### src/rtl/mul_seq.sv
// Sequential shift-add multiplier (one multiplier bit per cycle) with an unsigned or
// two's-complement mode, a full-width product, a truncated product and overflow.
module mul_seq #(
  parameter int WIDTH = 8
) (
  input  logic                 clk,
  input  logic                 rst_n,
  input  logic                 start,
  input  logic                 signed_mode,
  input  logic [WIDTH-1:0]     a,
  input  logic [WIDTH-1:0]     b,
  output logic                 busy,
  output logic                 done,
  output logic [WIDTH-1:0]     result,
  output logic [2*WIDTH-1:0]   result_full,
  output logic                 overflow
);

  // Handshake: start is a request that is taken only when the block is idle
  // (busy=0 and done=0); it is dropped otherwise. done pulses for one cycle
  // when result, result_full and overflow take their new values.

  localparam int CW = $clog2(WIDTH + 1);

  typedef enum logic [1:0] {
    IDLE = 2'd0,
    RUN  = 2'd1,
    FIX  = 2'd2,
    DONE = 2'd3
  } state_t;

  state_t             state;
  state_t             state_nxt;
  logic [CW-1:0]      cnt;
  logic [2*WIDTH-1:0] acc;
  logic [2*WIDTH-1:0] mcand;
  logic [WIDTH-1:0]   mplier;
  logic               neg;
  logic               mode;

  logic [WIDTH-1:0]   mag_a;
  logic [WIDTH-1:0]   mag_b;
  logic [2*WIDTH-1:0] fixed;
  logic               ovf_nxt;
  logic               last_bit;

  // Magnitudes fit in WIDTH unsigned bits, including -2^(WIDTH-1).
  always_comb begin
    mag_a = a;
    mag_b = b;
    if (signed_mode && a[WIDTH-1]) mag_a = -a;
    if (signed_mode && b[WIDTH-1]) mag_b = -b;
  end

  assign last_bit = (cnt == CW'(WIDTH - 1));

  always_comb begin
    fixed   = neg ? -acc : acc;
    ovf_nxt = 1'b0;
    if (mode) begin
      ovf_nxt = !((&fixed[2*WIDTH-1:WIDTH-1]) || !(|fixed[2*WIDTH-1:WIDTH-1]));
    end else begin
      ovf_nxt = |fixed[2*WIDTH-1:WIDTH];
    end
  end

  always_ff @(posedge clk or negedge rst_n) begin
    if (!rst_n) begin
      state <= IDLE;
    end else begin
      state <= state_nxt;
    end
  end

  always_comb begin
    state_nxt = state;
    busy      = 1'b0;
    done      = 1'b0;
    case (state)
      IDLE: begin
        if (start) state_nxt = RUN;
      end
      RUN: begin
        busy = 1'b1;
        if (last_bit) state_nxt = FIX;
      end
      FIX: begin
        busy      = 1'b1;
        state_nxt = DONE;
      end
      DONE: begin
        done      = 1'b1;
        state_nxt = IDLE;
      end
      default: state_nxt = IDLE;
    endcase
  end

  always_ff @(posedge clk or negedge rst_n) begin
    if (!rst_n) begin
      cnt         <= '0;
      acc         <= '0;
      mcand       <= '0;
      mplier      <= '0;
      neg         <= 1'b0;
      mode        <= 1'b0;
      result      <= '0;
      result_full <= '0;
      overflow    <= 1'b0;
    end else begin
      case (state)
        IDLE: begin
          if (start) begin
            mcand  <= {{WIDTH{1'b0}}, mag_a};
            mplier <= mag_b;
            acc    <= '0;
            cnt    <= '0;
            mode   <= signed_mode;
            neg    <= signed_mode & (a[WIDTH-1] ^ b[WIDTH-1]);
          end
        end
        RUN: begin
          if (mplier[0]) acc <= acc + mcand;
          mcand  <= mcand << 1;
          mplier <= mplier >> 1;
          cnt    <= cnt + CW'(1);
        end
        FIX: begin
          // Sign fix-up and output update land on the edge that enters DONE.
          result_full <= fixed;
          result      <= fixed[WIDTH-1:0];
          overflow    <= ovf_nxt;
        end
        default: ;
      endcase
    end
  end

endmodule

### config.mk
export PLATFORM = sky130hd
export DESIGN_NAME = mul_seq
export DESIGN_NICKNAME = d
export VERILOG_FILES = /design/src/rtl/mul_seq.sv
export SDC_FILE = /design/constraint.sdc
export NUM_CORES = 1
export LEC_CHECK = 0
export ABC_AREA = 1
export BUFFER_PORTS_ARGS = -buffer_cell sky130_fd_sc_hd__buf_2
export CAP_MARGIN = 5
export CORE_MARGIN = 8
export CORE_UTILIZATION = 54
export DETAILED_ROUTE_END_ITERATION = 10
export PLACE_DENSITY = 0.77
export REMOVE_ABC_BUFFERS = 1
export SETUP_SLACK_MARGIN = 0.2
export SLEW_MARGIN = 20
export SYNTH_ARGS = -nofsm -noshare
export SYNTH_HDL_FRONTEND = slang
export SYNTH_SLANG_ARGS = --single-unit
### constraint.sdc
create_clock -name clk -period 1.9 [get_ports clk]
set_input_delay 0.095 -clock clk [delete_from_list [all_inputs] [get_ports clk]]
set_output_delay 0.095 -clock clk [all_outputs]
set_load 0.05 [all_outputs]
# After elaboration in Yosys (flattened, before gate mapping)
# Cells that the tools add are included.
# Widths: inputs -> output; s select.
[op_classes] n_addsub=5 mux=18 reduce_logical=15 n_eq_ne=7 bitwise=2
[ops] operator="$mux 16" n=4
[ops] operator="$pmux 16 s2" n=2
[ops] operator="$mux 8" n=3
[ops] operator="$add 16x16->16" n=1
[ops] operator="$neg 16->16" n=1
[ops] operator="$neg 8->8" n=2
[ops] operator="$pmux 8 s2" n=1
[ops] operator="$reduce_and 9->1" n=1
[ops] operator="$reduce_or 9->1" n=1
[ops] operator="$pmux 2 s4" n=1
[ops] operator="$pmux 4 s2" n=1
[ops] operator="$reduce_or 8->1" n=1
[ops] operator="$ne 2x2->1 const B" n=3
[ops] operator="$reduce_and 2->1" n=3
[ops] operator="$add 4x1->4 const B" n=1
[ops] operator="$eq 2x2->1 const B" n=2
[ops] operator="$eq 4x3->1 const B" n=1
[ops] operator="$mux 2" n=2
[ops] operator="$mux 4" n=1
[ops] operator="$mux 1" n=3
[ops] operator="$reduce_and 3->1" n=1
[ops] operator="$eq 2x1->1 const B" n=1
[ops] operator="$logic_and 1x1->1" n=2
[ops] operator="$logic_not 1->1" n=2
[ops] operator="6 further kinds" n=6
[totals] wordCells=57 ff_bits=73 out_inout_bits=27 in_bits=20

# Longest topological paths before layout
# Gate-level depths: netlist of run 1.
[depth] depth_word=7 ltp_mapped=15 ltp_nobuf=15

# Least setup slack after synthesis of run 1
# OpenSTA, ideal clock, no wires.
[synth_path] path_kind="flip-flop to flip-flop" startpoint="register mcand[0]" endpoint="register acc[10]" period_less_slack_ns=1.804 setup_ns=0.129 path_stages_with_launch=13 n_path_buf=0 required_ns=1.771 setup_slack_ns=0.096 arrival_ns=1.675 path_cell_list="dfrtp_1 > ha_1 > inv_1 > fa_1 > nand3b_1 > nand2_1 > a21boi_0 > inv_1 > nand3_1 > nand2_1 > a21oi_1 > o21ai_0 > o21ai_0"
[synth_between] elab_chain_cells=3
[synth_lines] item="from (decl)" line="36" text="logic [2*WIDTH-1:0] mcand;"
[synth_lines] item="from (signal assigned)" line="114" text="mcand <= {{WIDTH{1'b0}}, mag_a};"
[synth_lines] item="from (signal assigned)" line="124" text="mcand <= mcand << 1;"
[synth_lines] item="$add 16x16->16" line="123" text="if (mplier[0]) acc <= acc + mcand;"
[synth_lines] item="$mux 16" line="123"
[synth_lines] item="$pmux 16 s2" line="111" text="case (state)"
[synth_lines] item="to (signal assigned)" line="123"
[synth_lines] item="to (decl)" line="35" text="logic [2*WIDTH-1:0] acc;"
# No other way between the ends. The select of a mux whose other input is x is not followed.
# A chain may end at the register's enable or synchronous reset.

# Worst setup path in the final report of run 1
[layout_path] startpoint="register acc[0]" endpoint="register acc[6]"
[layout_between] elab_chain_cells=3
[layout_lines] item="$add 16x16->16" line="123"
[layout_lines] item="$mux 16" line="123"
[layout_lines] item="$pmux 16 s2" line="111"
# No other way between the ends. The select of a mux whose other input is x is not followed.

==> impl_metrics.tcl, run 1 <==
set metrics [dict create \
    status "finished with violations" \
    violations "setup timing" \
    die-area_um2 10960 \
    ys_ff_latch 65 \
    dpl.hpwl_um 8009 \
    ir_worst_vdd_uv 626.7 \
    synthXorXnorAreaFrac_pct 2.680 \
    placed_cells 721 \
    switching_share_pct 50.85 \
    setup_ws_ns -0.1043 \
    final.period_utilization_pct 105.5 \
    grt_pass1_wl_um 18790 \
    p_switching_w 0.005660 \
    boundaryPins 47 \
    hold_viol 0 \
    synth_warnings 0 \
    multiInputGateArea_um2 2562 \
    io_buffers 46 \
    period_minus_slack_ns 2.004 \
    utilization_pct 71.19 \
    cts_buffer_depth 2 \
    viasPerCell 5.614 \
    grt_pass1_vias 4075 \
    synth_top_family_by_area "simple AND/OR/NAND/NOR gates" \
    critPathMaxFanout 4 \
    rows 32 \
    cap_viol_max_count 0 \
    synth_edf_count 0 \
    die_height_um 104.7 \
    cts_tree "built" \
    end_kind "flip-flop" \
    timing.fmax_mhz 498.9 \
    seq_area_frac_synth_pct 38.28 \
    numCtsBuffers 9 \
    setup_viol 4 \
    crit_chain "ha_4 -> inv_2 -> fa_2 -> nand3b_1 -> nand2_2 -> a21boi_2 -> inv_2 -> or2_2 -> nand3_1 -> o21ai_0" \
    vias 4267 \
    syn_to_final_growth_pct 28.80 \
    syn_avg_cell_area_um2 7.494 \
    worstPathRequired_ns 2.12 \
    drc 0 \
    antenna_found_initial 0 \
    start_util_pct 55.27 \
    wl_per_cell_um 16.31 \
    final_max_slew_viol_count 0 \
    grt_setup_unrepaired "true" \
    fillers 574 \
    p_per_area_nw_per_um2 2034 \
    synth_flop_cell "dfrtp_1" \
    regArea_um2 1629 \
    p_clk_share_pct 12.0 \
    relSlewSlack_pct 64.70 \
    p_total_w 0.01113 \
    track_usage_pct 20.69 \
    pwr-share-comb_pct 64.8 \
    path_clk_slew_ns 0.08 \
    p_leak_nw 2.733 \
    synth_most_common_cell "nand2_1" \
    crit_type "reg -> reg" \
    min_path_type "in -> reg" \
    syn-instance-count 567 \
    synth_top_area_share_pct 38.28 \
    max_stage_delay_ns 0.43 \
    final_nets 698 \
    yosysTopAreaCell "dfrtp_1" \
    htree_levels 3 \
    synth_cell_types 37 \
    diodes 0 \
    synth_compound_area_share_pct 17.90 \
    synth-simple-area-share_pct 23.79 \
    coreArea_um2 7687 \
    drt_first_iter_violations 310 \
    clk_latency_ns 0.35 \
    power.internal_w 0.005470 \
    drt-pass1-iter-count 5 \
    drive_gt1_share_pct 30.55 \
    die_w_um 104.7 \
    overflow 0 \
    power_frac_seq_pct 23.2 \
    critPathSlowestCell "dfrtp_1" \
    layoutNonFillerInstCount 760 \
    wl_um 12400 \
    cts.sinks 65 \
    crit_path_start_kind "flip-flop" \
    synthTopCellsByArea "dfrtp_1 38%, nand2_1 11%, o21ai_0 8.5%, ha_1 7.1%, inv_1 6.0%" \
    critPathMostFrequentCell "inv_2" \
    muxShareOfSynthArea_pct 0 \
    worst_pin_slew_ns 0.5294 \
    cp.arrival_ns 2.22 \
    fin_skew_ns 0.01322 \
    gp_congestion 0.9264 \
    root_buffer "clkbuf_8" \
    synthArstFlopShare_pct 100.0 \
    tns_ns -0.1963 \
    syn_area_um2 4249 \
    grt_max_degree 44 \
    synth_common_cells "127 x nand2_1, 72 x o21ai_0, 68 x inv_1, 65 x dfrtp_1, 38 x nor2_1" \
    postRouteAntennaNets 0 \
    synth_fa_ha_area_share_pct 7.538 \
]
-- cells in the final DEF (no fill, tap or decap), types with 6 or more instances in the layout --
| cell type | instances |
|---|---|
| nand4_1 | 6 |
| ha_4 | 13 |
| buf_2 | 46 |
| o21ai_0 | 59 |
| a21oi_2 | 9 |
| inv_2 | 15 |
| nor2_2 | 6 |
| buf_4 | 41 |
| dfrtp_1 | 63 |
| o22ai_1 | 11 |
| nor2_1 | 34 |
| buf_6 | 6 |
| o21ai_1 | 13 |
| inv_1 | 55 |
| a21oi_1 | 20 |
| clkbuf_8 | 10 |
| nand2_2 | 18 |
| xor2_1 | 12 |
| ha_1 | 10 |
| nand3_1 | 29 |
| nand2_1 | 117 |
-- cell type report --
cell class | count | share of cell area (%)
inverter | 74 | 5.258
multi-input combinational | 407 | 46.82
clock buffer | 11 | 2.583
tap | 102 | 2.332
clock inverter | 5 | 1.440
timing repair buffer | 96 | 11.80
sequential | 65 | 29.77
-- power groups by stage --
| stage | Clock [W] | Sequential (W) | Combinational, W |
|---|---|---|---|
| 2_1_floorplan | 0 | 0.00310 | 0.00336 |
| 3_3_place_gp | 0 | 0.00245 | 0.00558 |
| 3_5_place_dp | 0 | 0.00250 | 0.00567 |
| 4_1_cts | 0.00134 | 0.00252 | 0.00637 |
| 5_1_grt | 0.00142 | 0.00265 | 0.00787 |
| 6_report | 0.00134 | 0.00258 | 0.00721 |
-- through the flow --
stage	area [um2]	hold slack [ns]	worst slack (ns)
2_1_floorplan	4110	-0.2006	-0.7995
6_report	5473	0.02205	-0.1043
3_3_place_gp	4687	0.09160	0.06056
3_5_place_dp	4687	0.1016	-0.06330
5_1_grt	5473	0.04166	-0.1283
4_1_cts	5213	0.02741	0.01398
-- critical path, delay by kind of cell, from the launching register on --
kind | cells | cell delay [ns]
AOI/OAI and AO/OA | 2 | 0.27
DFF | 1 | 0.43
and+or+nand+nor | 4 | 0.62
buffers and inverters | 2 | 0.14
adders and majority gates | 2 | 0.41
-- repair_timing --
item,4_1_cts,5_1_grt
setup buffers,11,9
gates cloned,1,0
hold endpoints to repair,23,0
hold buffers,2,0
endpoints found under the setup margin,24,29
pin swaps,14,23
gates resized for setup,52,53
-- sequential cells by signal, indices dropped and copies added, names as in the netlist --
| name | count |
|---|---|
| overflow | 1 |
| mcand | 16 |
| cnt | 4 |
| mode | 1 |
| acc | 16 |
| state | 2 |
| neg | 1 |
| mplier | 8 |
| result_full | 9 |
| result | 7 |
-- final timing paths --
| kind | start | to | slack, ns | cells past startpoint |
|---|---|---|---|---|
| setup / recovery | acc[0]$_DFFE_PN0P_ | acc[6]$_DFFE_PN0P_ | -0.10 | 10 |
| hold / removal | signed_mode | mode$_DFFE_PN0P_ | 0.02 | 3 |
| setup reg to reg | acc[0]$_DFFE_PN0P_ | acc[6]$_DFFE_PN0P_ | -0.10 | 10 |
| hold reg to reg | overflow$_DFFE_PN0P_ | overflow$_DFFE_PN0P_ | 0.48 | 2 |
| max in group asynchronous | rst_n | mcand[8]$_DFFE_PN0P_ | 1.02 | 3 |
| min in group asynchronous | rst_n | result_full[15]$_DFFE_PN0P_ | 0.25 | 2 |
-- cells by family (layout without fill, tap and decap cells) --
group           count (synthesis)  in the layout
buf+inv                        95            186
flops                          65             65
compound gates                137            137
simple gates                  232            232
fa+ha+maj                      25             25
xor+xnor                       13             13
-- metal layers --
layer | share of wire (%) | GRT usage (%)
met4 | 3.1 | 9.072
met2 | 49 | 35.52
met5 | 0 | 0
met1 | 40 | 23.95
met3 | 7.3 | 5.221
No activity file was read; power rests on OpenSTA's default activity.
==> inputs of run 2 (changes only) <==
--- a/config.mk
+++ b/config.mk
@@ -9,9 +9,8 @@
 export BUFFER_PORTS_ARGS = -buffer_cell sky130_fd_sc_hd__buf_2
 export CAP_MARGIN = 5
 export CORE_MARGIN = 8
-export CORE_UTILIZATION = 54
+export CORE_UTILIZATION = 40
 export DETAILED_ROUTE_END_ITERATION = 10
-export PLACE_DENSITY = 0.77
 export REMOVE_ABC_BUFFERS = 1
 export SETUP_SLACK_MARGIN = 0.2
 export SLEW_MARGIN = 20
==> impl_metrics.tcl, run 2 (same netlist as run 1, synthesis figures left out) <==
set metrics [dict create \
    antenna_found_initial 0 \
    rrSetupSlack_ns 0.01 \
    p_switching_w 0.005334 \
    timing.fmax_mhz 529.8 \
    setup_viol 0 \
    wl_per_cell_um 13.95 \
    root_buffer "clkbuf_8" \
    die_height_um 119.1 \
    numCtsBuffers 9 \
    end_kind "flip-flop" \
    hold_viol 0 \
    cts_buffer_depth 2 \
    gp_congestion 0.8733 \
    final_max_slew_viol_count 0 \
    ir_worst_vdd_uv 1116 \
    reg2reg_depth 11 \
    start_util_pct 41.16 \
    mostFrequentLayoutCells "115 x nand2_1, 63 x dfrtp_1, 62 x o21ai_0" \
    vias 4025 \
    syn_to_final_growth_pct 28.21 \
    viasPerCell 5.082 \
    drc 0 \
    cap_viol_max_count 0 \
    p_total_w 0.01056 \
    fin_skew_ns 0.01671 \
    status "complete, no violations" \
    final.period_utilization_pct 99.35 \
    drt_first_iter_violations 238 \
    critPathMaxFanout 4 \
    tns_ns 0 \
    p_leak_nw 2.716 \
    grt_setup_unrepaired "true" \
    relSlewSlack_pct 64.59 \
    die-area_um2 14180 \
    overflow 0 \
    stdcell_area_um2 5448 \
    coreArea_um2 10320 \
    grt.busiest_layer "met2" \
    utilization_pct 52.77 \
    io_buffers 46 \
    worst_pin_slew_ns 0.5312 \
    wl_um 11050 \
    dpl.hpwl_um 8263 \
    startpoint "acc[0]$_DFFE_PN0P_" \
    grt_pass1_wl_um 18090 \
    diodes 0 \
    postRouteAntennaNets 0 \
    p_clk_share_pct 13.0 \
    htree_levels 3 \
    power_frac_seq_pct 24.2 \
    crit_path_start_kind "flip-flop" \
    hold_depth 3 \
    place_area_um2 4752 \
    switching_share_pct 50.49 \
    boundaryPins 47 \
    drive_gt1_share_pct 29.73 \
    cts_tree "built" \
    pwr-share-comb_pct 62.9 \
    met1_usage_pct 20.13 \
    cp.arrival_ns 2.13 \
    endpoint "acc[12]$_DFFE_PN0P_" \
    crit_type "reg -> reg" \
    layoutNonFillerInstCount 792 \
    power.internal_w 0.005231 \
    grt_max_degree 45 \
    r2r_end "acc[12]$_DFFE_PN0P_" \
    period_minus_slack_ns 1.888 \
    grt_pass1_vias 3834 \
    rows 37 \
    final_common_cell "nand2_1" \
    worstPathRequired_ns 2.14 \
    min_path_type "in -> reg" \
    reg_top3 "acc x16, mcand x16, result_full x9" \
    cts.sinks 65 \
    path_clk_slew_ns 0.08 \
    final_nets 696 \
    grtUsageMet2_pct 24.38 \
    die_w_um 119.1 \
    p_per_area_nw_per_um2 1939 \
    clk_latency_ns 0.36 \
    worstReg2RegStart "acc[0]$_DFFE_PN0P_" \
    grt.met3_usage_pct 3.496 \
    drt-pass1-iter-count 4 \
    placed_cells 758 \
    track_usage_pct 15.54 \
]
-- run 2: changes by cell type in the layout (fill, tap and decap cells not counted), moves of 3 or more --
cell,change
inv_1,+5
buf_6,-4
a21oi_1,+3
inv_4,-3
nand2_2,+3
o21ai_0,+3
o21ai_1,-3
-- run 2: repair_timing --
action,in CTS,in global routing
setup endpoints to repair,17,29
hold endpoints to repair,22,0
gates resized for setup,35,51
hold buffers,2,0
pin swaps,11,15
buffers inserted,11,4
cloned,0,1
-- run 2: final cells by class --
type                            count  area, um2
Clock inverter                      7      102.6
Timing Repair Buffer               94      613.1
Clock buffer                        9      123.9
Sequential cell                    65       1629
Fill cell                         966       4876
Tap cell                          136      170.2
Inverter                           74      280.3
Multi-Input combinational cell    407       2529
-- run 2: per-layer routing --
| layer | part of all wire [%] | vias to the layer above |
|---|---|---|
| li1 | - | 2047 |
| met3 | 4.0 | 13 |
| met5 | 0 | - |
| met2 | 47 | 71 |
| met4 | 2.1 | 0 |
| met1 | 47 | 1894 |
-- run 2: power by group through the flow --
stage               logic (W)  registers [W]  clock network [W]
global route          0.00741        0.00263            0.00147
floorplan             0.00336        0.00310                  0
CTS                   0.00618        0.00252            0.00140
detailed placement    0.00576        0.00250                  0
global placement      0.00571        0.00247                  0
finish                0.00664        0.00255            0.00137
-- run 2: how the worst min path moves through the flow --
stage                            from                           to  slack (ns)
final                     signed_mode             mode$_DFFE_PN0P_        0.02
after global routing      signed_mode             mode$_DFFE_PN0P_        0.03
after CTS                 signed_mode             mode$_DFFE_PN0P_        0.01
after detailed placement        rst_n  result_full[13]$_DFFE_PN0P_        0.10
after global placement          rst_n  result_full[14]$_DFFE_PN0P_        0.09
after floorplan                 rst_n           acc[0]$_DFFE_PN0P_       -0.20
-- run 2: metrics by stage --
stage / hold slack, ns / setup slack, ns
5_1_grt: 0.03135 / -0.08869
4_1_cts: 0.01315 / 0.04714
2_1_floorplan: -0.2006 / -0.7995
6_report: 0.01959 / 0.01242
3_3_place_gp: 0.09247 / 0.04083
3_5_place_dp: 0.1005 / -0.008467
-- run 2: critical path, stage by stage (launching register included) --
cell and delay (ns):
dfrtp_1 0.36, ha_2 0.19, inv_2 0.04, fa_2 0.35
nand3b_1 0.20, nand2_2 0.10, buf_4 0.12, nand4_1 0.09
nand3_2 0.09, a21oi_1 0.08, o21ai_1 0.08, o21ai_1 0.07
==> inputs of run 3 (changes only) <==
--- a/config.mk
+++ b/config.mk
@@ -8,6 +8,7 @@
 export ABC_AREA = 1
 export BUFFER_PORTS_ARGS = -buffer_cell sky130_fd_sc_hd__buf_2
 export CAP_MARGIN = 5
+export CORE_ASPECT_RATIO = 1.1
 export CORE_MARGIN = 8
 export CORE_UTILIZATION = 40
 export DETAILED_ROUTE_END_ITERATION = 10
==> impl_metrics.tcl, run 3 (same netlist as run 1, synthesis figures left out) <==
set metrics [dict create \
    status "complete, no violations" \
    grt_pass1_vias 3843 \
    hold_viol 0 \
    start_util_pct 40.88 \
    worstReg2RegStart "mcand[0]$_DFFE_PN0P_" \
    io_buffers 46 \
    mostFrequentLayoutCells "119 x nand2_1, 62 x dfrtp_1, 60 x o21ai_0" \
    coreArea_um2 10390 \
    path_clk_slew_ns 0.05 \
    end_kind "flip-flop" \
    wl_per_cell_um 14.06 \
    cp.arrival_ns 2.09 \
    multiInputGateArea_um2 2520 \
    cts.sinks 65 \
    wl_um 11150 \
    grt_max_degree 49 \
    viasPerCell 4.962 \
    fin_skew_ns 0.005300 \
    p_switching_w 0.005330 \
    vias 3935 \
    die_w_um 114.3 \
    grt_pass1_wl_um 17870 \
    power.internal_w 0.005516 \
    min_from "a[0]" \
    numCtsBuffers 9 \
    p_total_w 0.01085 \
    power_frac_seq_pct 23.4 \
    boundaryPins 47 \
    drt-pass1-iter-count 4 \
    cts_tree "built" \
    overflow 0 \
    critPathMaxFanout 4 \
    relSlewSlack_pct 71.34 \
    critPathSlowestCell "fa_2" \
    p_clk_share_pct 15.1 \
    final_common_cell "nand2_1" \
    crit_path_start_kind "flip-flop" \
    die-area_um2 14180 \
    clk_latency_ns 0.33 \
    tns_ns 0 \
    switching_share_pct 49.14 \
    gp_congestion 0.8653 \
    startpoint "mcand[0]$_DFFE_PN0P_" \
    reg_top3 "acc x16, mcand x16, result_full x9" \
    regArea_um2 1630 \
    final_max_slew_viol_count 0 \
    root_buffer "clkbuf_16" \
    final.period_utilization_pct 98.78 \
    p_per_area_nw_per_um2 1982 \
    grtUsageMet2_pct 28.30 \
    rows 39 \
    dpl.hpwl_um 8250 \
    diodes 0 \
    crit_type "reg -> reg" \
    period_minus_slack_ns 1.877 \
    crit_chain "ha_2 -> inv_2 -> fa_2 -> nand3b_1 -> nand2_2 -> buf_4 -> nand4_1 -> nand3_2 -> a21oi_1 -> o21ai_1 -> o21ai_1" \
    htree_levels 3 \
    postRouteAntennaNets 0 \
    grt.busiest_layer "met2" \
    grt.met3_usage_pct 2.667 \
    syn_to_final_growth_pct 28.80 \
    dpl_worst_slack_ns 0.02984 \
    pwr-share-comb_pct 61.6 \
    p_leak_nw 2.722 \
    min_path_type "in -> reg" \
    cap_viol_max_count 0 \
    track_usage_pct 16.09 \
    antenna_found_initial 0 \
    final_nets 690 \
    drt_first_iter_violations 122 \
    cts_buffer_depth 2 \
    ir_worst_vdd_uv 1396 \
    drive_gt1_share_pct 28.15 \
    die_height_um 124.1 \
    grt_setup_unrepaired "true" \
    setup_ws_ns 0.02310 \
    met1_usage_pct 18.01 \
    max_stage_delay_ns 0.38 \
    worst_pin_slew_ns 0.4299 \
    fillers 992 \
    timing.fmax_mhz 532.8 \
    critPathMostFrequentCell "o21ai_1" \
    drc 0 \
    setup_viol 0 \
    worstPathRequired_ns 2.11 \
]
[run 3: repair_timing]
action	CTS	global route
resized for setup	30	59
pin swaps	14	23
hold endpoints to repair	17	0
buffers inserted	6	11
endpoints found under the setup margin	16	24
hold buffers	1	0
[run 3: worst max-delay path: cells and delay by family (launching register included)]
family / cells / cell delay [ns]
buffers and inverters: 2 / 0.16
adders and majority gates: 2 / 0.57
and+or+nand+nor: 4 / 0.46
AOI/OAI and AO/OA: 3 / 0.20
DFF: 1 / 0.35
[run 3: power by group through the flow]
stage          Clock, W  Sequential [W]  Combinational, W
6_report        0.00163         0.00253           0.00668
2_1_floorplan         0         0.00310           0.00336
5_1_grt         0.00173         0.00262           0.00741
3_3_place_gp          0         0.00245           0.00559
4_1_cts         0.00167         0.00249           0.00603
3_5_place_dp          0         0.00246           0.00568
[run 3: final timing paths]
path / to / slack (ns) / cells after the start
max reg2reg: acc[12]$_DFFE_PN0P_ / 0.02 / 11
min: mcand[0]$_DFFE_PN0P_ / 0.02 / 3
min reg2reg: result_full[8]$_DFFE_PN0P_ / 0.47 / 2
max in group asynchronous: acc[8]$_DFFE_PN0P_ / 1.06 / 3
min in group asynchronous: result[2]$_DFFE_PN0P_ / 0.24 / 2
max: acc[12]$_DFFE_PN0P_ / 0.02 / 11
[run 3: metal layers]
metal,wire length (um),vias up
li1,-,2035
met1,4874,1800
met2,5419,73
met3,455,27
met4,399,0
met5,0,-
[run 3: final cells by class]
class | count | share of cell area, %
Multi-Input combinational cell | 407 | 46.04
Sequential cell | 65 | 29.79
Timing Repair Buffer | 88 | 10.38
Inverter | 74 | 5.213
Clock buffer | 13 | 4.572
Tap cell | 143 | 3.269
Clock inverter | 3 | 0.7316
[run 3: stage by stage]
stage / utilization [%] / cell area [um2] / hold WS (ns) / cells
3_3_place_gp: 45.37 / 4716 / 0.05730 / 759
6_report: 52.65 / 5473 / 0.02161 / 793
2_1_floorplan: - / 4110 / -0.2006 / 546
3_5_place_dp: 45.37 / 4716 / 0.05843 / 759
5_1_grt: 52.65 / 5473 / 0.03493 / 793
4_1_cts: 49.96 / 5192 / 0.01082 / 782
